File: config.mk
export PLATFORM = sky130hd
export DESIGN_NAME = div_result_bcd
export DESIGN_NICKNAME = d
export VERILOG_FILES = /design/src/rtl/div_pkg.sv /design/src/rtl/bcd_add3.sv /design/src/rtl/div_result_bcd.sv
export SDC_FILE = /design/constraint.sdc
export NUM_CORES = 1
export LEC_CHECK = 0
export ABC_AREA = 1
export BUFFER_PORTS_ARGS = -buffer_cell sky130_fd_sc_hd__clkbuf_2
export CORE_MARGIN = 1
export CORE_UTILIZATION = 35
export DETAILED_ROUTE_END_ITERATION = 10
export GPL_ROUTABILITY_DRIVEN = 1
export PLACE_DENSITY = 0.64
export SETUP_SLACK_MARGIN = 0.1
export SYNTH_ARGS = -nofsm -noshare
export SYNTH_HDL_FRONTEND = slang
export SYNTH_SLANG_ARGS = --single-unit
File: constraint.sdc
create_clock -name clk -period 2.8 [get_ports clk]
set_input_delay 0.14 -clock clk [delete_from_list [all_inputs] [get_ports clk]]
set_output_delay 0.14 -clock clk [all_outputs]
set_load 0.005 [all_outputs]
File: src/rtl/div_pkg.sv
// Shared definitions for the divider-result BCD converter.
// Holds the FSM state encoding, the default iteration count and the
// operand / remainder / magnitude / BCD widths used by div_result_bcd.
package div_pkg;

  typedef enum logic [1:0] {
    IDLE = 2'd0,
    CONV = 2'd1,
    DONE = 2'd2
  } state_t;

  localparam int STEPS_DEFAULT = 5;  // shift/add-3 iterations = magnitude width
  localparam int Q_W           = 4;  // divider quotient width
  localparam int R_W           = 5;  // divider remainder width (two's complement)
  localparam int MAG_W         = 5;  // unsigned magnitude width of either operand
  localparam int BCD_W         = 8;  // two BCD digits: [7:4] tens, [3:0] ones
  localparam int SR_W          = BCD_W + MAG_W;  // {digits, operand} shift register

endpackage : div_pkg

File: src/rtl/bcd_add3.sv
// Double-dabble digit correction.
// Ports:
//   digit     - 4-bit BCD digit before the shift
//   digit_adj - digit + 3 when digit >= 5, otherwise digit unchanged
module bcd_add3 (
  input  logic [3:0] digit,
  output logic [3:0] digit_adj
);

  // Only digits 0..9 reach this block, so the +3 never wraps.
  assign digit_adj = (digit >= 4'd5) ? digit + 4'd3 : digit;

endmodule : bcd_add3

File: src/rtl/div_result_bcd.sv
// Converts a divider result (4-bit unsigned quotient, 5-bit two's-complement
// remainder) into two-digit BCD, one double-dabble step per cycle for both
// operands in parallel.
// Ports:
//   clk, rst   - rising-edge clock, asynchronous active-high reset
//   q, r       - quotient / remainder from the divider
//   in_valid   - q/r valid;            in_ready  - block is IDLE and can accept
//   q_bcd      - quotient BCD;         r_bcd     - |r| BCD
//   r_neg      - captured r was negative
//   out_valid  - result valid (DONE);  out_ready - consumer takes the result
module div_result_bcd
  import div_pkg::*;
#(
  parameter int STEPS = STEPS_DEFAULT
) (
  input  logic             clk,
  input  logic             rst,
  input  logic [Q_W-1:0]   q,
  input  logic [R_W-1:0]   r,
  input  logic             in_valid,
  output logic             in_ready,
  output logic [BCD_W-1:0] q_bcd,
  output logic [BCD_W-1:0] r_bcd,
  output logic             r_neg,
  output logic             out_valid,
  input  logic             out_ready
);

  localparam int CNT_W = (STEPS > 1) ? $clog2(STEPS) : 1;

  state_t            state;
  state_t            state_next;
  logic [CNT_W-1:0]  step_cnt;
  logic [SR_W-1:0]   q_sr;
  logic [SR_W-1:0]   r_sr;
  logic [SR_W-1:0]   q_corr;
  logic [SR_W-1:0]   r_corr;
  logic [SR_W-1:0]   q_sr_next;
  logic [SR_W-1:0]   r_sr_next;
  logic [R_W-1:0]    r_mag;
  logic [3:0]        q_tens_adj;
  logic [3:0]        q_ones_adj;
  logic [3:0]        r_tens_adj;
  logic [3:0]        r_ones_adj;
  logic              accept;
  logic              last_step;
  logic              handshake;

  assign accept    = (state == IDLE) && in_valid;
  assign last_step = (state == CONV) && (step_cnt == CNT_W'(STEPS - 1));
  assign handshake = (state == DONE) && out_ready;

  // -16 (5'b10000) negates to itself; read as unsigned that is the correct 16.
  assign r_mag = r[R_W-1] ? (~r + 5'd1) : r;

  // ---------------------------------------------------------------- FSM
  // NOTE: sequential state uses non-blocking assignments so every register
  // samples pre-edge values regardless of block ordering.
  always_ff @(posedge clk or posedge rst) begin
    if (rst) state <= IDLE;
    else     state <= state_next;
  end

  // NOTE: default assignment first keeps this block free of inferred latches.
  always_comb begin
    state_next = state;
    case (state)
      IDLE:    if (accept)    state_next = CONV;
      CONV:    if (last_step) state_next = DONE;
      DONE:    if (handshake) state_next = IDLE;
      default:                state_next = IDLE;
    endcase
  end

  always_comb begin
    in_ready  = 1'b0;
    out_valid = 1'b0;
    case (state)
      IDLE:    in_ready  = 1'b1;
      DONE:    out_valid = 1'b1;
      default: ;
    endcase
  end

  // ---------------------------------------------------------- datapath
  bcd_add3 u_q_ones (.digit(q_sr[MAG_W+3:MAG_W]),   .digit_adj(q_ones_adj));
  bcd_add3 u_q_tens (.digit(q_sr[MAG_W+7:MAG_W+4]), .digit_adj(q_tens_adj));
  bcd_add3 u_r_ones (.digit(r_sr[MAG_W+3:MAG_W]),   .digit_adj(r_ones_adj));
  bcd_add3 u_r_tens (.digit(r_sr[MAG_W+7:MAG_W+4]), .digit_adj(r_tens_adj));

  // Correct the digits first, then shift the whole {digits, operand} word.
  assign q_corr    = {q_tens_adj, q_ones_adj, q_sr[MAG_W-1:0]};
  assign r_corr    = {r_tens_adj, r_ones_adj, r_sr[MAG_W-1:0]};
  assign q_sr_next = q_corr << 1;
  assign r_sr_next = r_corr << 1;

  always_ff @(posedge clk or posedge rst) begin
    if (rst) begin
      q_sr     <= '0;
      r_sr     <= '0;
      step_cnt <= '0;
      q_bcd    <= '0;
      r_bcd    <= '0;
      r_neg    <= 1'b0;
    end else if (accept) begin
      q_sr     <= SR_W'({1'b0, q});
      r_sr     <= SR_W'(r_mag);
      step_cnt <= '0;
      q_bcd    <= '0;
      r_bcd    <= '0;
      r_neg    <= r[R_W-1];
    end else if (state == CONV) begin
      q_sr     <= q_sr_next;
      r_sr     <= r_sr_next;
      step_cnt <= step_cnt + 1'b1;
      // Outputs are only updated with the finished digits, so they hold the
      // previous result (or zero after an accept) while converting.
      if (last_step) begin
        q_bcd <= q_sr_next[SR_W-1:MAG_W];
        r_bcd <= r_sr_next[SR_W-1:MAG_W];
      end
    end
  end

endmodule : div_result_bcd

---- Yosys cells after proc, flatten, opt, wreduce, memory -nomap -nowiden ----
Cells that the tools add are included.
word-level totals
  output and inout bits ................... 19
  register bits after elaboration ......... 48
  input port bits ......................... 13
  logic and storage cells ................. 55
operators by class
  magnitude comparators ................... 4
  add/subtract/negate cells ............... 6
  eq/ne operators ......................... 6
  bitwise gates (word level) .............. 1
  reduce and logical (&&, ||, !) cells .... 8
  multiplexer cells ....................... 23
operators by type and width
  cell                                                                                  number
  13-bit two-way mux                                                                    4
  8-bit two-way mux                                                                     6
  4-bit by 3-bit greater-or-equal comparator with 1-bit output (second input constant)  4
  3-bit two-way mux                                                                     4
  4-bit by 2-bit adder with 4-bit output (second input constant)                        2
  4-bit two-way mux                                                                     2
  3-bit by 2-bit adder with 3-bit output (second input constant)                        2
  2-bit two-way mux                                                                     3
  2-bit inequality test (second input constant)                                         3
  2-bit case mux with 3 select lines                                                    1
  5-bit by 1-bit adder with 5-bit output (second input constant)                        1
  5-bit two-way mux                                                                     1
  5-bit inverter                                                                        1
  2-bit nonzero test                                                                    2
  3-bit by 1-bit adder with 3-bit output (second input constant)                        1
  3-bit equality test (second input constant)                                           1
  1-bit logical AND                                                                     3
  3-bit AND reduction                                                                   1
  2-bit by 1-bit equality test with 1-bit output (second input constant)                1
  2-bit equality test (second input constant)                                           1
  2-bit zero test                                                                       1
  1-bit two-way mux                                                                     2
  2-bit AND reduction                                                                   1

---- Longest topological paths before layout ----
  depth in word-level cells ............... 5
  mapped depth ............................ 9
  gate-level depth less buffers ........... 9

---- Modules after synthesis ----
Synthesis repeated with hierarchy kept, for this count alone.
second synthesis, totals
  cells, all modules ...................... 312
  area total of the unflattened synthesis .. 2642.5 µm²
by module, submodules not included
  module          area each (µm²)  cells an instance  instances  sequential area each (µm²)
  div_result_bcd  2102.0           220                1          1201.2
  bcd_add3        135.1            23                 4          0.0

---- Least setup slack after synthesis ----
OpenSTA, ideal clock, no wires.
  path kind ............................... reg2reg
  from .................................... reg step_cnt[0]
  to ...................................... reg q_bcd[5]
  arrival ................................. 1.173 ns
  required time ........................... 2.682 ns
  clock period less this slack ............ 1.291 ns
  cell stages (with the launch flop) ...... 9
  setup slack ............................. 1.509 ns
  path buffers ............................ 1
  setup time .............................. 0.118 ns
  cells stage by stage .................... dfrtp_1 -> inv_1 -> ha_1 -> nand2_1 -> nor2_4 -> nor2_8 -> buf_4 -> nand2_1 -> nand2_1
on the way
  word-level cells in the longest chain between the ends .. 4
RTL lines
  element                               line                   RTL
  start: declaration                    div_result_bcd.sv:33   logic [CNT_W-1:0] step_cnt;
  start signal: assignment              div_result_bcd.sv:115  step_cnt <= step_cnt + 1'b1;
  3-bit equality test                   div_result_bcd.sv:50   assign last_step = (state == CONV) && (step_cnt == CNT_W'(STEPS - 1));
  1-bit logical AND                     div_result_bcd.sv:50
  2-bit nonzero test (no source line)   n/a
  2-bit AND reduction (no source line)  n/a
  end signal: assignment                div_result_bcd.sv:119  q_bcd <= q_sr_next[SR_W-1:MAG_W];
  end: declaration                      div_result_bcd.sv:22   output logic [BCD_W-1:0] q_bcd,
Every way passes these cells.
A chain may end at the register's enable or synchronous reset.

---- Worst setup path after layout ----
  from .................................... reg state[0]
  to ...................................... reg q_bcd[4]
on the way
  word-level cells in the longest chain between the ends .. 4
  elaborated cells between the ends (all ways) .. 8
  classes of those cells .................. eq/ne (1); mux (1); reduce/logical (6)
RTL lines
  element                                                                            line                                                               RTL
  start: declaration                                                                 div_result_bcd.sv:31                                               state_t state;
  start signal: assignment                                                           div_result_bcd.sv:61                                               else state <= state_next;
  2-bit by 1-bit equality test with 1-bit output or 2-bit zero test (tied branches)  div_result_bcd.sv:50, div_result_bcd.sv:112, div_result_bcd.sv:49
  1-bit logical AND, on equally long branches                                        div_result_bcd.sv:50, div_result_bcd.sv:49
  2-bit nonzero test (no source line)                                                n/a
  2-bit AND reduction (no source line)                                               n/a
Parallel ways exist; a longest one is shown, timed or not.

==> summary.md <==
| Metric | Value |
|---|---|
| PostCTS Resize Cnt | `0` |
| Post-synth top area share | `0.495` |
| Final Cell Area | `2740 sq um` |
| CP startpoint | `state[0]$_DFFE_PP0P_` |
| R2r endpoint | `q_bcd[4]$_DFFE_PP0P_` |
| Synth warn | `0` |
| Final Hold Fails | `0` |
| Slew Limit Fails | `0` |
| Total track usage | `0.148` |
| Buffers & Inverters on Critical Path | `2` |
| Leakage | `1.46 nW` |
| Distinct cells, synth | `23` |
| WL per Instance | `12.3 um` |
| Area delta synth->final | `13.1%` |
| Initial DRC count | `116` |
| Vias | `1983` |
| Placement Cell Area | `2630 sq um` |
| Diode count | `0` |
| CP Max Fanout | `23` |
| Largest area contributor in the netlist | `dfrtp_1` |
| I/O Pins | `32` |
| TritonRoute pass-1 iters | `4` |
| Total Power | `2.97 mW` |
| Largest net degree at the start of global routing | `49` |
| Number of synthesized register bits | `48` |
| H-tree depth | `2` |
| Vias in the first global route | `1888` |
| Die X | `85.2 um` |
| Share of cells above drive strength 1 | `0.141` |
| Worst hold slack | `22.1 ps` |
| Setup Crit Path Kind | `reg -> reg` |
| TritonCTS Sinks | `48` |
| Mapped Avg Cell Area | `8.22 sq um` |
| Antenna Nets Post-Route | `0` |
| Worst Hold Class | `in -> reg` |
| Most used cell, CP | `nand2_1` |
| Worst R2R Path Depth | `7` |
| Core Region | `6530 sq um` |
| WP data required | `2990 ps` |
| CP max-delay cell | `dfrtp_1` |
| Fmax | `609 MHz` |
| Critical Path Source Type | `flip-flop` |
| CP arrival | `1830 ps` |
| Final setup violation count | `0` |
| GPL Wtd Cong | `0.820` |
| Clock Latency Late Sink | `290 ps` |
| Post-CTS Hold Fix Bufs | `0` |
| Rel. slew slack | `0.342` |
| Delay of the slowest cell on the worst path | `460 ps` |
| R2r startpoint | `state[0]$_DFFE_PP0P_` |
| Chip Height | `85.2 um` |
| Area contributors post-synth | `dfrtp_1 50%, nand2_1 16%, nand3_1 5.8%, ha_1 5.7%, inv_1 5.4%` |
| Port-buffer cells | `31` |
| Final WL | `4.98 mm` |
| Worst-margin pin slew | `986 ps` |
| Seq/Total Area, Yosys | `0.495` |
| Global-route wire length before repair | `8.54 mm` |
| Crit path capture type | `flip-flop` |
| Max-cap violations | `0` |
| Syn nets | `319` |
| Hold endpoint | `state[1]$_DFFE_PP0P_` |
| P per Cell Area | `1080 nW/um^2` |
| Clock Tree Root | `clkbuf_8` |
| Crit-path leading delay family | `simple AND/OR/NAND/NOR gates` |
| Pre-CTS setup slack | `1180 ps` |
| Final core utilization | `0.420` |
| Post-Layout Cell Count | `404` |
| Worst-path cell chain | `nor2_2 -> nand2_2 -> inv_4 -> nor2_8 -> inv_1 -> nand2_1 -> nand2_1` |
| Initial antenna violation count | `0` |
| Via density | `4.91` |
| Clock Skew | `8.14 ps` |
| Die footprint | `7270 sq um` |
| RSZ-0062 raised after global routing | `no` |
| CTS tree | `built` |
| Post-route clock period utilization | `0.587` |
| Clock Tree Buf Depth | `2` |
| Status | `finished clean` |
| Final setup TNS | `0 ps` |
| Mapped Cells | `295` |
| Worst vdd ir | `0.000464 V` |
| DP HPWL | `3.41 mm` |
| Hold depth | `2` |
| Inserted Clock Buffers | `5` |
| # DRC | `0` |
| Clk slew on worst S/H paths | `90 ps` |
| Cells after DPL | `396` |
| Number of setup buffers added after CTS | `0` |
| Mapped cell area | `2420 sq um` |
| Std cell rows | `29` |
| Starting Density | `0.371` |
| Final min period | `1640 ps` |
| Worst Slack Setup Final | `1160 ps` |
| Flop2flop setup slack | `1160 ps` |
| Nets | `350` |
| Total gr overflow | `0` |
| Hold wc startpoint | `out_ready` |
## kinds of logic (layout without fill, tap and decap cells)
family                   Yosys count  count (layout)  synth area share
buffers and inverters             44              76            0.0774
AND/OR/NAND/NOR                  152             152             0.275
flip-flops                        48              48             0.495
adder cells (fa/ha/maj)           11              11            0.0568
AO/OA/AOI/OAI                     40              40            0.0955
## how the worst max path moves through the flow
stage	to	depth (start not counted)
after floorplan	q_bcd[5]$_DFFE_PP0P_	8
after global placement	q_bcd[4]$_DFFE_PP0P_	7
after detailed placement	q_bcd[4]$_DFFE_PP0P_	7
after CTS	q_bcd[4]$_DFFE_PP0P_	7
after global routing	q_bcd[4]$_DFFE_PP0P_	7
final	q_bcd[4]$_DFFE_PP0P_	7
## cell usage in the layout (no fill, tap or decap)
cell,instances
nand2_1,101
dfrtp_1,48
inv_1,34
clkbuf_2,31
nand3_1,28
o21ai_0,21
nand4_1,12
ha_1,11
nor2_1,6
clkbuf_8,5
o21bai_1,4
o22ai_1,4
a21oi_1,3
nand2_2,2
o21ai_1,2
a22oi_1,2
o211ai_1,2
nor2_2,1
nor2_4,1
inv_4,1
nor2_8,1
o31ai_1,1
inv_2,1
a22o_1,1
clkinv_2,1
clkbuf_1,1
bufinv_16,1
buf_4,1
## cell usage after synthesis
master and instances:
nand4_1 12, inv_1 35, dfrtp_1 48, o211ai_1 2, o21bai_1 4, nor2_2 1, o21ai_0 22, o22ai_1 4
buf_4 4, nand3_1 28, nand2_2 2, buf_2 4, a22o_1 1, ha_1 11, a21oi_1 3, o21ai_1 1
o31ai_1 1, nor2_4 1, inv_4 1, nor2_8 1, nor2_1 6, nand2_1 101, a22oi_1 2
## cell type report
class | instances | area [sq um]
tap | 77 | 96.3
clock inverter | 2 | 35.0
fill | 685 | 3790
timing repair buffer | 32 | 163
multi-input combinational | 203 | 1040
clock buffer | 6 | 72.6
sequential | 48 | 1200
inverter | 36 | 138
## layer usage
metal  GRT usage  share of wire
met4      0.0431         0.0044
met1       0.194           0.50
met2       0.249           0.45
met3      0.0302          0.044
met5           0              0
## power by group
group	internal (mW)	switching, mW
clock	0.265	0.225
combinational	0.465	0.847
sequential	0.976	0.190
## registers in the layout, summed over array words and instances (netlist names)
signal,flops
q_bcd,8
r_sr,13
r_bcd,8
step_cnt,3
q_sr,13
r_neg,1
state,2
(Power assumes the default switching activity.)
